`config.mk`:
```
export PLATFORM = sky130hd
export DESIGN_NAME = vga_timing_gen
export DESIGN_NICKNAME = d
export VERILOG_FILES = /design/src/rtl/vga_timing_gen.sv
export SDC_FILE = /design/constraint.sdc
export NUM_CORES = 1
export LEC_CHECK = 0
export CAP_MARGIN = 20
export CORE_UTILIZATION = 25
export CTS_CLUSTER_DIAMETER = 80
export DETAILED_ROUTE_END_ITERATION = 8
export SLEW_MARGIN = 15
export SYNTH_ARGS = -nofsm -noshare
export SYNTH_HDL_FRONTEND = slang
export SYNTH_SLANG_ARGS = --single-unit
export TNS_END_PERCENT = 1
```
`constraint.sdc`:
```
create_clock -name clk -period 1.8 [get_ports clk]
set_input_delay 0.36 -clock clk [delete_from_list [all_inputs] [get_ports clk]]
set_output_delay 0.36 -clock clk [all_outputs]
set_load 0.02 [all_outputs]
```
`src/rtl/vga_timing_gen.sv`:
```
// vga_timing_gen
//   Raster timing and VGA output stage. Free-running horizontal/vertical
//   counters feed a registered decode stage that drives the pattern
//   generator. The decode flags are then delayed by LATENCY cycles so that
//   sync and blank line up with the generator's RGB in a final output
//   register.
//
// Parameters
//   H_ACTIVE/H_FP/H_SYNC/H_BP  horizontal timing, pixels
//   V_ACTIVE/V_FP/V_SYNC/V_BP  vertical timing, lines
//   HS_POL/VS_POL              asserted level of vga_hs / vga_vs
//   LATENCY                    pixel_enable -> valid RGB cycles, legal range 0..4
//   Each total (active+porches+sync) must be <= 1024.
//
// Ports
//   clk                   pixel clock, rising edge
//   rst_n                 asynchronous active-low reset
//   red_in/green_in/blue_in  pixel colour from the pattern generator
//   pixel_enable          high for each active pixel slot
//   x, y                  coordinates of the current slot
//   frame_start           one-cycle pulse on slot (0,0)
//   vga_r/vga_g/vga_b     colour to the DAC, 0 while blanked
//   vga_hs/vga_vs         sync outputs
//   vga_blank_n           high during visible pixels
module vga_timing_gen #(
    parameter int unsigned H_ACTIVE = 640,
    parameter int unsigned H_FP     = 16,
    parameter int unsigned H_SYNC   = 96,
    parameter int unsigned H_BP     = 48,
    parameter int unsigned V_ACTIVE = 480,
    parameter int unsigned V_FP     = 10,
    parameter int unsigned V_SYNC   = 2,
    parameter int unsigned V_BP     = 33,
    parameter bit          HS_POL   = 1'b0,
    parameter bit          VS_POL   = 1'b0,
    parameter int unsigned LATENCY  = 1
) (
    input  logic       clk,
    input  logic       rst_n,
    input  logic [7:0] red_in,
    input  logic [7:0] green_in,
    input  logic [7:0] blue_in,
    output logic       pixel_enable,
    output logic [9:0] x,
    output logic [9:0] y,
    output logic       frame_start,
    output logic [7:0] vga_r,
    output logic [7:0] vga_g,
    output logic [7:0] vga_b,
    output logic       vga_hs,
    output logic       vga_vs,
    output logic       vga_blank_n
);

    localparam int unsigned H_TOTAL = H_ACTIVE + H_FP + H_SYNC + H_BP;
    localparam int unsigned V_TOTAL = V_ACTIVE + V_FP + V_SYNC + V_BP;

    localparam logic [9:0]  H_LAST     = 10'(H_TOTAL - 1);
    localparam logic [9:0]  V_LAST     = 10'(V_TOTAL - 1);

    // Region bounds are compared at 11 bits so an active width of 1024 still works.
    localparam logic [10:0] H_ACT_END  = 11'(H_ACTIVE);
    localparam logic [10:0] H_SYNC_BEG = 11'(H_ACTIVE + H_FP);
    localparam logic [10:0] H_SYNC_END = 11'(H_ACTIVE + H_FP + H_SYNC);
    localparam logic [10:0] V_ACT_END  = 11'(V_ACTIVE);
    localparam logic [10:0] V_SYNC_BEG = 11'(V_ACTIVE + V_FP);
    localparam logic [10:0] V_SYNC_END = 11'(V_ACTIVE + V_FP + V_SYNC);

    // Flag bundle carried down the delay line: {active, hsync, vsync}
    localparam int unsigned F_ACT = 2;
    localparam int unsigned F_HS  = 1;
    localparam int unsigned F_VS  = 0;

    logic [9:0] h_cnt;
    logic [9:0] v_cnt;
    logic       h_act;
    logic       v_act;
    logic       h_syn;
    logic       v_syn;
    logic       hs_flag;
    logic       vs_flag;
    logic [2:0] flags_dec;
    logic [2:0] flags_dly;

    // ------------------------------------------------------------------
    // Raster counters
    // ------------------------------------------------------------------
    always_ff @(posedge clk or negedge rst_n) begin
        if (!rst_n) begin
            h_cnt <= '0;
            v_cnt <= '0;
        end else if (h_cnt == H_LAST) begin
            h_cnt <= '0;
            if (v_cnt == V_LAST) begin
                v_cnt <= '0;
            end else begin
                v_cnt <= v_cnt + 10'd1;
            end
        end else begin
            h_cnt <= h_cnt + 10'd1;
        end
    end

    always_comb begin
        h_act = ({1'b0, h_cnt} < H_ACT_END);
        v_act = ({1'b0, v_cnt} < V_ACT_END);
        h_syn = ({1'b0, h_cnt} >= H_SYNC_BEG) && ({1'b0, h_cnt} < H_SYNC_END);
        v_syn = ({1'b0, v_cnt} >= V_SYNC_BEG) && ({1'b0, v_cnt} < V_SYNC_END);
    end

    // ------------------------------------------------------------------
    // Decode stage: one cycle behind the counters
    // ------------------------------------------------------------------
    always_ff @(posedge clk or negedge rst_n) begin
        if (!rst_n) begin
            pixel_enable <= 1'b0;
            x            <= '0;
            y            <= '0;
            frame_start  <= 1'b0;
            hs_flag      <= 1'b0;
            vs_flag      <= 1'b0;
        end else begin
            pixel_enable <= h_act && v_act;
            x            <= h_cnt;
            y            <= v_cnt;
            frame_start  <= (h_cnt == '0) && (v_cnt == '0);
            hs_flag      <= h_syn;
            vs_flag      <= v_syn;
        end
    end

    assign flags_dec = {pixel_enable, hs_flag, vs_flag};

    // ------------------------------------------------------------------
    // Flag delay line matching the generator's RGB latency
    // ------------------------------------------------------------------
    generate
        if (LATENCY == 0) begin : g_no_delay
            assign flags_dly = flags_dec;
        end else begin : g_delay
            logic [2:0] sr [LATENCY];

            always_ff @(posedge clk or negedge rst_n) begin
                if (!rst_n) begin
                    for (int unsigned i = 0; i < LATENCY; i++) begin
                        sr[i] <= '0;
                    end
                end else begin
                    sr[0] <= flags_dec;
                    for (int unsigned i = 1; i < LATENCY; i++) begin
                        sr[i] <= sr[i-1];
                    end
                end
            end

            assign flags_dly = sr[LATENCY-1];
        end
    endgenerate

    // ------------------------------------------------------------------
    // Output register: colour, sync and blank for the same slot
    // ------------------------------------------------------------------
    always_ff @(posedge clk or negedge rst_n) begin
        if (!rst_n) begin
            vga_r       <= '0;
            vga_g       <= '0;
            vga_b       <= '0;
            vga_blank_n <= 1'b0;
            vga_hs      <= ~HS_POL;
            vga_vs      <= ~VS_POL;
        end else begin
            vga_r       <= flags_dly[F_ACT] ? red_in   : '0;
            vga_g       <= flags_dly[F_ACT] ? green_in : '0;
            vga_b       <= flags_dly[F_ACT] ? blue_in  : '0;
            vga_blank_n <= flags_dly[F_ACT];
            vga_hs      <= flags_dly[F_HS] ? HS_POL : ~HS_POL;
            vga_vs      <= flags_dly[F_VS] ? VS_POL : ~VS_POL;
        end
    end

endmodule

```
# [Yosys cells after proc, flatten, opt, wreduce, memory -nomap -nowiden]
# Index checks and enable logic that the tools add are counted.
[totals] input_bits=26 ff_bits=74 wordCells=38 output_inout_bits=49
[classes] n_reduce_logical=6 addsub=2 n_eq_ne=2 n_lt_le_gt_ge=6 n_mux=7
[op_table] operator="2-to-1 mux 8 bit" n=3
[op_table] operator="adder 10 x 1 -> 10 bit (second input constant)" n=2
[op_table] operator="equality test 10 bit (second input constant)" n=2
[op_table] operator="zero test 10 bit" n=2
[op_table] operator="less-than comparator 10 bit (second input constant)" n=2
[op_table] operator="less-than comparator 10 x 9 -> 1 bit (second input constant)" n=2
[op_table] operator="2-to-1 mux 10 bit" n=2
[op_table] operator="greater-or-equal comparator 10 bit (second input constant)" n=1
[op_table] operator="greater-or-equal comparator 10 x 9 -> 1 bit (second input constant)" n=1
[op_table] operator="logical AND 1 bit" n=4
[op_table] operator="2-to-1 mux 1 bit" n=2

# [Logic depth before layout (Yosys ltp)]
[depth] word_depth=2 depth_mapped=7 depth_no_buf=6

# [Worst setup path after synthesis]
# OpenSTA, ideal clock, no wires.
[synth_timing] path_kind="register -> register" startpoint="register h_cnt[0]" endpoint="register v_cnt[2]" arrival_time_ns=1.562 n_path_buf=2 stages_incl_launch_ff=8 setup_time_ns=0.119 t_required_ns=1.681 setup_slack_ns=0.119 synth_period_minus_slack_ns=1.681 path_cell_list="dfrtp_1 ha_1 and3_1 buf_4 and3_2 buf_2 a21oi_1 o21ba_2"
[synth_via] elab_chain_len=1
[synth_rtl] item="from (decl)" line="74" text="logic [9:0] h_cnt;"
[synth_rtl] item="from (signal assigned)" line="100" text="h_cnt <= h_cnt + 10'd1;"
[synth_rtl] item="equality test 10 bit" line="92" text="end else if (h_cnt == H_LAST) begin"
[synth_rtl] item="to (signal assigned)" line="97" text="v_cnt <= v_cnt + 10'd1;"
[synth_rtl] item="to (decl)" line="75" text="logic [9:0] v_cnt;"
# Every way passes these cells.
# A chain may end at the register's enable or synchronous reset.

# [Final worst setup path]
[layout_timing] startpoint="register h_cnt[0]" endpoint="register v_cnt[4]"
# Same word-level chain as after synthesis.

==> flow_metrics.env <==
export IMPL_status="finished, final reports clean"
export IMPL_post_route_min_period_ps=1710
export IMPL_seq_area_frac_synth_pct=70.5
export IMPL_num_rows=37
export IMPL_synthCells=194
export IMPL_synth_seq_cells=74
export IMPL_initial_core_util_pct=25.6
export IMPL_layout_setup_ws_ps=92.8
export IMPL_cp_arrival_ps=1930
export IMPL_powerDensity_nw_per_um2=852
export IMPL_cts_num_sinks=74
export IMPL_ir_worst_vdd_mv=0.360
export IMPL_synth_warnings=0
export IMPL_synth_edf_count=0
export IMPL_crit_chain="ha_1 -> and3_2 -> and3_2 -> nand3_1 -> mux2_2"
export IMPL_hold_path_class="reg2reg"
export IMPL_cts_clk_slew_worst_paths_ps=70
export IMPL_cts_root_buf="clkbuf_8"
export IMPL_drive_gt1_share_pct=14.0
export IMPL_power_mw=3.28
export IMPL_crit_family="simple AND/OR/NAND/NOR gates"
export IMPL_relSlewSlack_pct=65.4
export IMPL_avgSynthCellArea_um2=13.6
export IMPL_tightest_slew_ps=519
export IMPL_slew_viol_final=0
export IMPL_first_iter_violations=88
export IMPL_clockBufferDepth=2
export IMPL_drc_errors=0
export IMPL_setup_tns_ps=0
export IMPL_postCtsSetupRepairBufs=0
export IMPL_cpPeakStageDelay_ps=390
export IMPL_crit_top_cell="and3_2"
export IMPL_num_antenna_cells=0
export IMPL_grt_pass1_wl_um=9120
export IMPL_drv_cap=0
export IMPL_numCtsBuffers=9
export IMPL_vias=1766
export IMPL_fmax_mhz=586
export IMPL_synth_cell_types=37
export IMPL_antenna_found_initial=0
export IMPL_slowest_stage="dfrtp_1"
export IMPL_drt_pass1_iter_count=4
export IMPL_die_area_um2=10900
export IMPL_rsz0062_at_grt="no"
export IMPL_dieHeight_um=105
export IMPL_cts_tree="yes"
export IMPL_synth_ff_type="dfrtp_1"
export IMPL_clock_skew_ps=9.33
export IMPL_core_area_um2=10300
export IMPL_synthArstFlopShare_pct=100
export IMPL_finalWirelength_um=5300
export IMPL_drt_wirelength_per_cell_um=12.4
export IMPL_required_ps=2020
export IMPL_ant_nets=0
export IMPL_setup_worst_path_end_class="flop"
export IMPL_fin_crit_sh_pct=94.8
export IMPL_htreeDepth=3
export IMPL_syn2layout_area_growth_pct=46.3
export IMPL_grt_max_degree=38
export IMPL_routabilityCongestion=0.835
export IMPL_crit_type="reg2reg"
export IMPL_insertion_delay_ps=340
export IMPL_hold_violations=0
export IMPL_crit_path_start_kind="flop"
export IMPL_detail_route_vias_per_cell=4.12
export IMPL_gr_total_overflow=0
export IMPL_cp_num_buf_inv=0
export IMPL_place_ws_ps=94.4
export IMPL_dpl_cell_area_um2=3620
export IMPL_nets=318
export IMPL_leakagePower_nw=1.66
export IMPL_setup_viol=0
export IMPL_hpwlAfterDp_um=3760
export IMPL_grt_pass1_vias=1791
export IMPL_dieWidth_um=105
export IMPL_portBuffers=74
export IMPL_io_pins=75
export IMPL_utilization_pct=37.5
export IMPL_grt_usage_pct=10.8
export IMPL_syn_area_um2=2630
export IMPL_synth_nets=224
export IMPL_final_cell_area_um2=3850
export IMPL_path_max_fanout=8
path summary, 6_finish.rpt:
| kind | from | endpoint | slack, ps | depth (start not counted) |
|---|---|---|---|---|
| worst max-delay path | h_cnt[0] | v_cnt[4] | 90 | 5 |
| worst min-delay path | vs_flag | flags_dly[0] | 350 | 0 |
| worst max register to register | h_cnt[0] | v_cnt[4] | 90 | 5 |
| worst min register to register | vs_flag | flags_dly[0] | 350 | 0 |
| max in group asynchronous | rst_n | vga_b[1] | 740 | 3 |
| min in group asynchronous | rst_n | vga_g[5] | 530 | 2 |
cell usage after synthesis (2+ instances only):
cell	instances	area share, %
and3_1	2	0.48
and2_1	25	5.9
nand3_1	7	1.3
nor4_1	4	0.95
inv_1	7	1.0
clkbuf_1	2	0.29
dfstp_2	2	2.0
ha_1	4	1.9
dfrtp_1	72	68
nor2_1	9	1.3
xnor2_1	5	1.7
o31ai_1	3	0.86
nand4_1	7	1.7
nand2_1	8	1.1
o21ai_0	5	0.95
and3_2	3	0.86
nor3_1	3	0.57
xor2_1	5	1.7
a21oi_1	3	0.57
logic make-up (layout without fill, tap and decap cells):
kind of cell,count (synthesis),after routing,synth area share [%]
AND/OR/NAND/NOR,78,78,18.1
XOR/XNOR,10,10,3.33
buffers and inverters,11,110,1.76
multiplexers,2,2,0.808
adder cells (fa/ha/maj),4,4,1.90
AO/OA/AOI/OAI,15,15,3.66
flip-flops,74,74,70.5
sequential cells by signal, summed over array words and instances (netlist names), 3 cells and up:
register	count
y	10
vga_b	8
flags_dly	3
v_cnt	10
x	10
vga_r	8
vga_g	8
h_cnt	10
placed cells by master, fill, tap and decap left out, drive strengths merged, types with 2 or more instances in the layout:
master	instances
dlygate4sd2	2
buf	13
nand4	7
nand3	8
ha	4
inv	7
o21ai	5
and2	26
xnor2	5
clkdlybuf4s50	71
nor3	3
a21oi	3
nor2	10
nand2	8
xor2	5
nor4	4
clkinv	2
o31ai	3
clkbuf	11
and3	5
dfstp	2
bufinv	2
dfrtp	72
power breakdown:
group	internal, mW	switching [mW]
clock	0.814	0.565
combinational	0.114	0.0905
sequential	1.69	0.00645
total	2.62	0.662
metrics by stage:
step           hold slack [ps]  std cells
2_1_floorplan             64.4        194
3_3_place_gp               332        412
3_5_place_dp               336        412
6_report                   348        429
5_1_grt                    357        429
4_1_cts                    351        429
per-layer routing:
metal	vias to the layer above	track usage [%]	part of all wire, %
met1	866	14.6	49
li1	835	-	-
met4	0	4.53	0.62
met2	61	15.9	44
met3	4	3.68	6.4
met5	-	0	0
layout make-up:
type | count | area, um^2
inverters | 7 | 26.3
multi-input cells | 109 | 732
well taps | 136 | 170
repair buffers | 87 | 848
fillers | 1034 | 6430
flip-flops and latches | 74 | 1850
clock buffers | 11 | 141
clock inverters | 5 | 77.6
timing repair:
action	CTS	global route
resized for setup	2	1
endpoints found under the setup margin	2	3
endpoints found under the hold margin	32	0
hold buffers	1	0
Note: power is estimated with default switching activity, not from simulation.
